[config.mk]
export PLATFORM = sky130hd
export DESIGN_NAME = regfile_wport_arbiter
export DESIGN_NICKNAME = d
export VERILOG_FILES = /design/src/rtl/regfile_wport_arbiter.sv
export SDC_FILE = /design/constraint.sdc
export NUM_CORES = 1
export LEC_CHECK = 0
export BUFFER_PORTS_ARGS = -buffer_cell sky130_fd_sc_hd__buf_2
export CAP_MARGIN = 30
export CORE_MARGIN = 2
export CORE_UTILIZATION = 45
export DETAILED_ROUTE_END_ITERATION = 8
export HOLD_SLACK_MARGIN = 0.03
export PLACE_DENSITY = 0.92
export SLEW_MARGIN = 30
export SYNTH_ARGS = -nofsm -noshare
export SYNTH_HDL_FRONTEND = slang
export SYNTH_SLANG_ARGS = --single-unit
[constraint.sdc]
create_clock -name clk -period 2 [get_ports clk]
set_input_delay 0.2 -clock clk [delete_from_list [all_inputs] [get_ports clk]]
set_output_delay 0.2 -clock clk [all_outputs]
set_load 0.02 [all_outputs]
[src/rtl/regfile_wport_arbiter.sv]
// Write-port arbiter for the register file: grants one of two writeback sources
// per cycle and tracks long-latency destinations in a busy scoreboard.
module regfile_wport_arbiter #(
  parameter  int AW    = 5,
  parameter  int DW    = 32,
  parameter  int RR_EN = 1,
  localparam int NREG  = 2**AW
) (
  input  logic            clk,
  input  logic            rst,
  input  logic            wb0_valid,
  input  logic [AW-1:0]   wb0_addr,
  input  logic [DW-1:0]   wb0_data,
  output logic            wb0_ready,
  input  logic            wb1_valid,
  input  logic [AW-1:0]   wb1_addr,
  input  logic [DW-1:0]   wb1_data,
  output logic            wb1_ready,
  input  logic            iss_valid,
  input  logic [AW-1:0]   iss_addr,
  input  logic [AW-1:0]   rd_addr_A,
  input  logic [AW-1:0]   rd_addr_B,
  input  logic [AW-1:0]   rd_addr_C,
  output logic [AW-1:0]   reg_W_addr,
  output logic [DW-1:0]   wdata,
  output logic            reg_we,
  output logic            stall,
  output logic [NREG-1:0] busy_vec,
  output logic            err
);

  logic            last_grant_q, last_grant_d;
  logic [NREG-1:0] busy_q, busy_d;
  logic            err_q, err_d;

  logic            grant0, grant1, transfer;
  logic [AW-1:0]   gnt_addr;
  logic [DW-1:0]   gnt_data;

  // NOTE: every combinational output gets a default first so no path leaves it unassigned (no latch).
  always_comb begin
    grant0 = 1'b0;
    grant1 = 1'b0;
    if (wb0_valid && wb1_valid) begin
      if (RR_EN != 0) begin
        // last_grant_q==1 means req1 went last, so req0 takes the tie.
        grant0 = last_grant_q;
        grant1 = ~last_grant_q;
      end else begin
        grant0 = 1'b1;
      end
    end else begin
      grant0 = wb0_valid;
      grant1 = wb1_valid;
    end
    transfer = grant0 | grant1;

    gnt_addr = '0;
    gnt_data = '0;
    if (grant0) begin
      gnt_addr = wb0_addr;
      gnt_data = wb0_data;
    end else if (grant1) begin
      gnt_addr = wb1_addr;
      gnt_data = wb1_data;
    end

    last_grant_d = transfer ? grant1 : last_grant_q;
  end

  assign wb0_ready  = grant0;
  assign wb1_ready  = grant1;
  assign reg_W_addr = gnt_addr;
  assign wdata      = gnt_data;
  assign reg_we     = transfer && (gnt_addr != '0);

  always_comb begin
    busy_d = busy_q;
    for (int r = 1; r < NREG; r++) begin
      if (transfer && gnt_addr == AW'(r)) busy_d[r] = 1'b0;
      // Issue after clear: a new op to the same register keeps it pending.
      if (iss_valid && iss_addr == AW'(r)) busy_d[r] = 1'b1;
    end
    busy_d[0] = 1'b0;

    err_d = err_q;
    if (iss_valid && iss_addr != '0 && busy_q[iss_addr] &&
        !(transfer && gnt_addr == iss_addr))
      err_d = 1'b1;
  end

  // NOTE: sequential state uses non-blocking assignments so all flops update together at the edge.
  always_ff @(posedge clk or posedge rst) begin
    if (rst) begin
      last_grant_q <= 1'b1;
      busy_q       <= '0;
      err_q        <= 1'b0;
    end else begin
      last_grant_q <= last_grant_d;
      busy_q       <= busy_d;
      err_q        <= err_d;
    end
  end

  assign busy_vec = busy_q;
  assign err      = err_q;
  assign stall    = (rd_addr_A != '0 && busy_q[rd_addr_A]) ||
                    (rd_addr_B != '0 && busy_q[rd_addr_B]) ||
                    (rd_addr_C != '0 && busy_q[rd_addr_C]);

endmodule

# Yosys cells after proc, flatten, opt, wreduce, memory -nomap -nowiden
# Cells that the tools add are included.
[op_classes]
n_eq_ne = 63
bitwise = 2
n_reduce_logical = 110
order_cmp = 4
mux = 76
[op_table]
columns = ["operator", "n"]
rows = [
  ["equality test 5 bit, second input constant", 32],
  ["equality test 5 x 4 -> 1 bit, second input constant", 16],
  ["logical AND 1 bit", 71],
  ["2-to-1 mux 1 bit", 68],
  ["2-to-1 mux 32 bit", 2],
  ["nonzero test 2 bit", 31],
  ["equality test 5 x 3 -> 1 bit, second input constant", 8],
  ["nonzero test 5 bit", 5],
  ["< comparator 5 x 6 -> 1 bit, second input constant", 4],
  ["binary-select mux 1 bit (select 5 bit)", 4],
  ["equality test 5 x 2 -> 1 bit, second input constant", 4],
  ["equality test 5 x 1 -> 1 bit, second input constant", 2],
  ["2-to-1 mux 5 bit", 2],
  ["equality test 5 bit", 1],
  ["logical OR 1 bit", 2],
  ["zero test 1 bit", 1],
  ["inverter 1 bit", 1],
  ["bitwise OR 1 bit", 1],
]
[word_totals]
regBits = 33
output_inout_bits = 74

# Logic depth before layout (Yosys ltp)
[depth]
depth_word = 8
depth_mapped = 8

# Least setup slack after synthesis
# No wires, ideal clock.
[synth_path]
path_kind = "reg-to-output"
startpoint = "register last_grant_q"
endpoint = "output wdata[10]"
slack_ps = 45
path_stages_with_launch = 6
required_ps = 1800
t_arrival_ps = 1755
cell_sequence = "dfstp_2 > nand2b_4 > and2_1 > clkbuf_1 > clkbuf_1 > a22o_1"
[synth_via]
elab_cells_between_ends = 5
[synth_rtl]
columns = ["element", "line_no", "rtl"]
rows = [
  ["from (decl)", "32", "logic last_grant_q, last_grant_d;"],
  ["from (signal assigned)", "99", "last_grant_q <= last_grant_d;"],
  ["2-to-1 mux 1 bit", "44", "if (wb0_valid && wb1_valid) begin"],
  ["net wb0_ready", "14", "output logic wb0_ready,"],
  ["2-to-1 mux 32 bit", "60", "if (grant0) begin"],
  ["to (decl)", "25", "output logic [DW-1:0] wdata,"],
]
# The timed path passes the listed nets, and every way through them passes these cells.

# Worst setup path in the final report
[layout_path]
startpoint = "register busy_q[9], in the netlist busy_vec[9]"
endpoint = "output stall"
[layout_via]
elab_chain_len = 5
elab_cells_between_ends = 11
[layout_rtl]
columns = ["element", "line_no", "rtl"]
rows = [
  ["from (decl)", "33", "logic [NREG-1:0] busy_q, busy_d;"],
  ["from (signal assigned)", "100", "busy_q <= busy_d;"],
  ["binary-select mux 1 bit (select 5 bit), on equally long branches", "107, 108", ""],
  ["2-to-1 mux 1 bit, on equally long branches", "107, 108", ""],
  ["logical AND 1 bit, on equally long branches", "107, 108", ""],
  ["logical OR 1 bit", "107", "assign stall = (rd_addr_A != '0 && busy_q[rd_addr_A]) ||"],
  ["logical OR 1 bit (*)", "108", "(rd_addr_B != '0 && busy_q[rd_addr_B]) ||"],
  ["to (decl)", "27", "output logic stall,"],
]
# Every way passes the cells marked *; elsewhere a longest branch is shown, timed or not. The select of a mux whose other input is x is not followed.

==> results.ini <==
[run_status]
status=complete, but fails checks
violations=setup timing

[yosys]
postSynth.asyncResetShare_pct=100.0
synth_top_family_by_area=compound AO/OA/AOI/OAI gates
synth_mux_area_share_pct=23.24
synth_nets=414
synth-adder-area-share_pct=0
syn_area_per_cell_um2=9.724
yosys_warnings=0
yosys.area_share.simple_pct=13.77
synth_compound_area_share_pct=28.68
synth_xor_area_share_pct=1.430
ys.flop_type=dfrtp_1
syn_area_mm2=0.003063
ys_ff_latch=33
synth-edff-count=0
synth_cells=315
ys_types=51
ys_seq_area_share_pct=27.00

[worst_setup_path]
r2r_cells=7
critPathBufInv=1
worstReg2RegStart=last_grant_q$_DFFE_PP1P_
path_class=register to output pin
endpoint_kind=output pin
crit_path_max_fanout=5
r2r_slack_ns=0.09
slowest_stage=mux4_2
path_cells=mux4_2 -> mux2_4 -> nand3b_1 -> o311a_1 -> nand4_1 -> buf_6
worstPathRequired_ns=1.80
cp.arrival_ns=1.98
crit_cells=6
critPathLaunchType=register
cp_top_family=multiplexers
slowest_delay_ns=0.49
regToRegEndpoint=busy_vec[15]$_DFFE_PP0P_

[sta]
finalSetupViolCount=2
setup_ws_ns=-0.1832
maxClockFrequency_mhz=458.0
finalHoldViolations=0
fin_crit_sh_pct=109.2
slew_violations=0
whs_ns=0.1817
clock_skew_ns=0.006690
post-route-min-period_ns=2.183
tns_ns=-0.2648
rsz0062_at_grt=yes

[clocking]
tritoncts=built
root_buffer=clkbuf_8
clk_pin_slew_worst_paths_ns=0.07
cts.sinks=33
clock_latency_ns=0.29
htreeDepth=2
cts_made_buffers=5
cts.path.max_buffers=2

[grt]
grt_overflow=0
grt_max_degree=34
grt.total_usage_pct=33.03
antenna_found_initial=2
grt_pass1_wl_um=18890
grt_pass1_vias=3657

[floorplanning]
start_util_pct=45.84
rows=30
core_mm2=0.006681
io_pins=173
die_y_um=86.50
die-area_mm2=0.007482
die_w_um=86.50

[power_and_ir_drop]
ir_drop_mv=0.3924
power.density_mw_per_mm2=860.9
p_leak_nw=2.186
power_mw=3.970

[hold_path]
holdPathStages=3
worstHoldEndpoint=last_grant_q$_DFFE_PP1P_
worstHoldStart=wb1_valid
hold_class=input port to register

[flow_run]
drv_cap=0

[placement]
hpwl_um=9600
io_buffers=171
place_congestion=1.029
pre_cts_ws_ns=0.04249

[cells_and_area]
nets=613
syn2layout_area_growth_pct=50.57
layout_common_cells=buf_2, o21ai_0, buf_4, a22o_1, dfrtp_1
layout_commonest_cell=buf_2
drive_above_1_share_pct=53.98

[routing]
drc=0
wl_per_cell_um=21.33
vias_per_cell=6.397
drt-initial-drc-count=506
firstDrtPassIters=5
drt_wl_total_um=12730
drtAntennaViolNets=0
vias=3819

==> timing repair <==
| item | CTS | global route |
|---|---|---|
| endpoints found under the setup margin | 12 | 30 |
| setup buffers | 19 | 2 |
| gates resized for setup | 25 | 45 |
| hold endpoints to repair | 32 | 0 |
| pin swaps | 3 | 9 |
| hold buffers | 1 | 0 |
| gates cloned | 1 | 1 |
==> cell families (layout without fill, tap and decap cells) <==
logic type	after synthesis	count (layout)
compound gates	126	126
simple gates	75	75
mux	42	42
flops	33	33
buf+inv	33	233
xor+xnor	5	5
other cells	1	3
==> synth_stat cells, drive strengths merged (2+ instances only) <==
library cell	n	area (um^2)
nand4b	3	26.28
nand2b	7	51.30
xnor2	5	43.79
nor2	9	33.78
inv	8	30.03
dfrtp	32	800.8
mux2i	13	130.1
nand2	16	60.06
mux4	21	491.7
a311oi	2	17.52
a22o	33	289.0
a32oi	5	85.09
a211oi	4	30.03
nor4	5	31.28
nand3	6	30.03
clkbuf	10	37.54
buf	15	108.8
or3	2	12.51
or2	2	12.52
and3	2	12.51
nand4	6	37.54
mux2	8	90.09
nor3b	3	22.52
a221oi	2	17.52
o21ai	63	315.3
a21oi	6	30.03
nand3b	3	22.52
nor2b	10	62.56
==> per-stage QoR <==
step                area (um^2)  utilization (%)  instances
CTS                        4441            66.46        592
global placement           4070            60.92        563
floorplan                  3063                -        315
global route               4612            69.03        597
finish                     4612            69.03        597
detailed placement         4070            60.92        563
==> per-layer routing <==
layer / vias up / GRT usage [%] / share of wire, %
met5: - / 0 / 0
met4: 0 / 15.63 / 4.2
met3: 50 / 5.714 / 11
met2: 330 / 53.43 / 49
met1: 1785 / 43.19 / 36
li1: 1654 / - / -
==> power breakdown <==
part,switching (mW),internal (mW)
logic,1.15,1.06
registers,0.337,0.874
clock network,0.241,0.311
==> state kept, by name (all words and copies together), names as in the netlist <==
name and flops:
err 1, last_grant_q 1, busy_vec 31
==> area by class of cell <==
type | instances | area (um^2)
multi-input combinational | 249 | 2173
clock inverter | 1 | 5.005
fill | 525 | 2069
timing repair buffer | 217 | 1360
inverter | 8 | 36.28
sequential | 33 | 835.8
clock buffer | 7 | 96.34
tap | 80 | 100.1
antenna | 2 | 5.005
==> tightest hold or removal path, stage by stage <==
cell     delay, ns
buf_2         0.13
nor2_1        0.09
a21oi_1       0.05
==> how the worst max path moves through the flow <==
stage | to | slack (ns) | start
final | stall | -0.18 | busy_vec[9]$_DFFE_PP0P_
after global placement | stall | 0.11 | busy_vec[25]$_DFFE_PP0P_
after detailed placement | busy_vec[15]$_DFFE_PP0P_ | 0.04 | last_grant_q$_DFFE_PP1P_
after global routing | stall | -0.27 | busy_vec[10]$_DFFE_PP0P_
after CTS | stall | -0.15 | busy_vec[25]$_DFFE_PP0P_
after floorplan | wdata[10] | 0.04 | last_grant_q$_DFFE_PP1P_
Power figures use the tool's default switching activity.
